==> src/rtl/proc_ctrl_fsm.sv <==
// Control FSM for the multi-cycle processor datapath: latches a 9-bit
// instruction (III XXX YYY) and sequences mv/mvi/add/sub over T0..T3.
module proc_ctrl_fsm #(
   parameter int DATA_W = 16
) (
   input  logic              Clock,
   input  logic              Resetn,
   input  logic              Run,
   input  logic [DATA_W-1:0] DIN,
   output logic              IRin,
   output logic [2:0]        Rin_idx,
   output logic              Rin_en,
   output logic [2:0]        Rout_idx,
   output logic              Rout_en,
   output logic              DINout,
   output logic              Gout,
   output logic              Ain,
   output logic              Gin,
   output logic              AddSub,
   output logic              Done,
   output logic              Busy
);

   typedef enum logic [1:0] {T0 = 2'd0, T1 = 2'd1, T2 = 2'd2, T3 = 2'd3} state_t;

   localparam logic [2:0] OP_MV  = 3'b000;
   localparam logic [2:0] OP_MVI = 3'b001;
   localparam logic [2:0] OP_ADD = 3'b010;
   localparam logic [2:0] OP_SUB = 3'b011;

   state_t     state_q, state_d;
   logic [8:0] ir_q;
   logic [2:0] op, rx, ry;
   logic       is_arith;
   logic       unused_din;

   assign op         = ir_q[8:6];
   assign rx         = ir_q[5:3];
   assign ry         = ir_q[2:0];
   assign is_arith   = (op == OP_ADD) || (op == OP_SUB);
   // Only DIN[8:0] carries the instruction; the rest is datapath-only.
   assign unused_din = ^DIN;

   always_ff @(posedge Clock or negedge Resetn) begin
      if (!Resetn) begin
         state_q <= T0;
         ir_q    <= '0;
      end else begin
         state_q <= state_d;
         if (state_q == T0 && Run)
            ir_q <= DIN[8:0];
      end
   end

   always_comb begin
      state_d  = T0;
      IRin     = 1'b0;
      Rin_idx  = 3'd0;
      Rin_en   = 1'b0;
      Rout_idx = 3'd0;
      Rout_en  = 1'b0;
      DINout   = 1'b0;
      Gout     = 1'b0;
      Ain      = 1'b0;
      Gin      = 1'b0;
      AddSub   = 1'b0;
      Done     = 1'b0;
      Busy     = 1'b0;
      case (state_q)
         T0: begin
            IRin    = Run;
            state_d = Run ? T1 : T0;
         end
         T1: begin
            Busy = 1'b1;
            case (op)
               OP_MV: begin
                  Rout_en  = 1'b1;
                  Rout_idx = ry;
                  Rin_en   = 1'b1;
                  Rin_idx  = rx;
                  Done     = 1'b1;
               end
               OP_MVI: begin
                  DINout  = 1'b1;
                  Rin_en  = 1'b1;
                  Rin_idx = rx;
                  Done    = 1'b1;
               end
               OP_ADD, OP_SUB: begin
                  Rout_en  = 1'b1;
                  Rout_idx = rx;
                  Ain      = 1'b1;
                  state_d  = T2;
               end
               // Undefined opcodes retire as a nop.
               default: Done = 1'b1;
            endcase
         end
         T2: begin
            Busy = 1'b1;
            if (is_arith) begin
               Rout_en  = 1'b1;
               Rout_idx = ry;
               Gin      = 1'b1;
               AddSub   = (op == OP_SUB);
               state_d  = T3;
            end
         end
         T3: begin
            Busy = 1'b1;
            if (is_arith) begin
               Gout    = 1'b1;
               Rin_en  = 1'b1;
               Rin_idx = rx;
               Done    = 1'b1;
            end
         end
         default: state_d = T0;
      endcase
   end

endmodule

==> config.mk <==
export PLATFORM = sky130hd
export DESIGN_NAME = proc_ctrl_fsm
export DESIGN_NICKNAME = d
export VERILOG_FILES = /design/src/rtl/proc_ctrl_fsm.sv
export SDC_FILE = /design/constraint.sdc
export NUM_CORES = 1
export LEC_CHECK = 0
export ABC_AREA = 1
export BUFFER_PORTS_ARGS = -buffer_cell sky130_fd_sc_hd__buf_2
export CORE_MARGIN = 1.5
export CORE_UTILIZATION = 43
export CTS_CLUSTER_SIZE = 10
export DETAILED_ROUTE_END_ITERATION = 16
export GPL_ROUTABILITY_DRIVEN = 0
export GPL_TIMING_DRIVEN = 0
export MAX_ROUTING_LAYER = met4
export PLACE_DENSITY = 0.75
export SLEW_MARGIN = 20
export SYNTH_ARGS = -nofsm -noshare
export SYNTH_HDL_FRONTEND = slang
export SYNTH_SLANG_ARGS = --single-unit
==> constraint.sdc <==
create_clock -name Clock -period 1.6 [get_ports Clock]
set_input_delay 0.16 -clock Clock [delete_from_list [all_inputs] [get_ports Clock]]
set_output_delay 0.16 -clock Clock [all_outputs]
set_load 0.01 [all_outputs]
==> summary.txt <==
Outcome
  • Outcome: complete, but fails checks
  • Violated checks: negative setup slack

Clocking
  • Clock sink count: 11
  • H-tree Lvls: 1
  • Clk_lat worst skew: 0.28 ns
  • Cts bufs inserted: 3
  • TritonCTS clock tree: built
  • CTS root buf: clkbuf_4
  • Clock transition at path regs: 0.07 ns
  • Clk buf depth: 2

Cells and area
  • Proportion of layout cells with a drive suffix above 1: 54.2%
  • Antenna Diode Count: 0
  • Nets: 155
  • Final Cell Area: 0.00104 mm²
  • Area Overhead vs Synth: 49.6%

Timing
  • RSZ-0062 raised after global routing: true
  • Worst Skew: 0.00424 ns
  • Min Hold Slack: 0.0780 ns
  • Slew headroom: 82.4%
  • Final Max Tran Viols: 0
  • Slew @ Worst Pin: 0.264 ns
  • Final Cycle Share: 107%
  • Min cycle time layout: 1.71 ns
  • Final setup margin: -0.111 ns
  • Fmax: 584 MHz
  • Final setup fails: 7
  • Final number of hold-violating endpoints: 0

Logic synthesis
  • Seq/Total Area, Yosys: 39.7%
  • Mapped Cells: 91
  • Syn nets: 114
  • Synth Register Bits: 11
  • Synthesized cell area: 693 µm²
  • Yosys warns: 0
  • Mean Syn Cell Area: 7.62 µm²
  • Synth unique cells: 16

Worst setup path
  • Crit. End Element: primary output
  • Arrival @ worst endpoint: 1.55 ns
  • Required @ worst endpoint: 1.44 ns
  • CP Class: flip-flop to primary output
  • Crit path cell chain: inv_2 > ha_4 > buf_4 > nand3_2 > nand2_1 > nand2_1 > a21oi_2 > buf_2
  • Crit path launch type: flip-flop
  • CP top delay family: flip-flops
  • Critical-path maximum fanout: 3
  • CP bufs+invs: 3
  • Most used cell, CP: nand2_1
  • CP max-delay cell: dfrtp_1
  • Biggest cell delay along the critical path: 0.41 ns

Floorplanning
  • Initial Util: 46.0%
  • Die height: 43.2 µm
  • Die X-Extent: 43.2 µm
  • Area of the die: 0.00186 mm²
  • IO Pins: 35
  • Core box area: 0.00151 mm²
  • Row count: 14

GRT
  • Overflow after GRT: 0
  • Initial antenna violation count: 0
  • GR Util All Layers: 22.3%
  • First-pass GRT wire length: 2.95 mm
  • Number of global-route vias before repair: 706
  • Maximum number of pins on one net before global-route repair: 12

Placed design
  • DP Area: 848 µm²
  • Port bufs: 27
  • Pre-CTS WS: 0.0984 ns
  • HPWL Detailed: 1.25 mm

Pwr
  • Switching power total: 0.000835 W
  • Pwr Density: 1740 mW/mm²
  • Logic pwr share: 60.0%
  • Sw frac: 46.4%
  • Clock power share: 10.9%
  • Pleak: 0.564 nW
  • Internal: 0.000965 W
  • Max VDD drop: 1.01 mV
  • Sequential group share of total power: 29.1%

Routing
  • DR vias: 735
  • Routed len/inst: 12.6 µm
  • TritonRoute pass-1 iters: 4
  • Vias per inst: 5.00
  • Met3 WL: 68 µm
  • DRT antenna net count: 0
  • Wire length on met1: 715 µm
  • Top sig layer: met4
  • Met2 WL: 1.03 mm
  • DRC viols: 0
  • Drt total wl: 1.86 mm
  • Number of DRC markers in iteration 0: 16

Run
  • Maxcap violations: 0

Hold path
  • Hold WC Path Type: input pin to flip-flop
[worst min-delay path, stage by stage]
cell and delay [ns]:
buf_2 0.07, nand2_1 0.04, nand2_1 0.05
[cell families (layout without fill, tap and decap cells)]
kind of cell,after synthesis,count (layout),synth area share (%)
AO/OA/AOI/OAI,10,10,7.76
buffers and inverters,19,59,11.4
flip-flops,11,11,39.7
AND/OR/NAND/NOR,47,47,33.9
adder cells (fa/ha/maj),4,4,7.22
[metal layers]
metal | global-route usage [%] | vias to the layer above
li1 | - | 358
met5 | - | -
met4 | 12.7 | 0
met1 | 25.7 | 347
met2 | 37.9 | 25
met3 | 1.28 | 5
[area by class of cell]
cell class / count / area (µm²)
fillers: 133 / 469
inverters: 18 / 77.6
repair buffers: 36 / 211
flip-flops and latches: 11 / 277
well taps: 16 / 20.0
clock buffers: 4 / 26.3
plain buffers: 1 / 11.3
multi-input cells: 61 / 414
[final timing paths]
kind                       depth (start not counted)  slack [ns]          end       start
max                                                8       -0.11  Rout_idx[0]  state_q[1]
min                                                3        0.08      ir_q[2]      DIN[2]
max reg2reg                                        8        0.30      ir_q[8]  state_q[1]
min reg2reg                                        2        0.50      ir_q[0]     ir_q[0]
max in group asynchronous                          2        1.10   state_q[0]      Resetn
min in group asynchronous                          2        0.27      ir_q[2]      Resetn
[synthesized netlist by cell type]
master	count	share of area (%)
nand2_4	2	3.2
a21oi_2	1	1.3
o21ai_0	7	5.1
buf_6	1	1.6
a21oi_1	2	1.4
nand2_2	1	0.90
nor2_4	3	4.9
nand4_1	2	1.8
nor2_1	6	3.2
nand2_1	26	14
nand3_1	3	2.2
inv_2	4	2.2
nor2_2	4	3.6
ha_1	4	7.2
dfrtp_1	11	40
inv_1	14	7.6
[power groups by stage]
stage	clock network, W	logic, W	registers [W]
after floorplan	0	0.000553	0.000492
after CTS	0.000198	0.000922	0.000524
after detailed placement	0	0.000769	0.000516
after global routing	0.000211	0.00117	0.000540
after global placement	0	0.000737	0.000511
final	0.000197	0.00108	0.000524
[registers in the layout (all words and copies together), names as in the netlist]
signal	flops
ir_q	9
state_q	2
[what timing repair did]
action	in CTS	in global routing
resized for setup	17	9
buffers inserted	5	3
endpoints found under the setup margin	8	9
pin swaps	12	9
hold buffers	1	0
endpoints found under the hold margin	11	0
[per-stage QoR]
step	power [W]	setup TNS (ns)	utilization, %	cells
2_1_floorplan	0.00104	0	-	91
3_3_place_gp	0.00125	0	56.3	134
3_5_place_dp	0.00129	0	56.3	134
4_1_cts	0.00164	-0.130	64.5	144
5_1_grt	0.00192	-1.10	68.9	147
6_report	0.00180	-0.495	68.9	147
[layout by cell type, fill, tap and decap left out, drive strengths merged]
cell and count:
nand2 29, inv 18, dlygate4sd3 1, nor2 13
nand3 3, nand4 2, ha 4, clkbuf 4
dfrtp 11, buf 36, a21oi 3, o21ai 7
No activity file was read; power rests on OpenSTA's default activity.
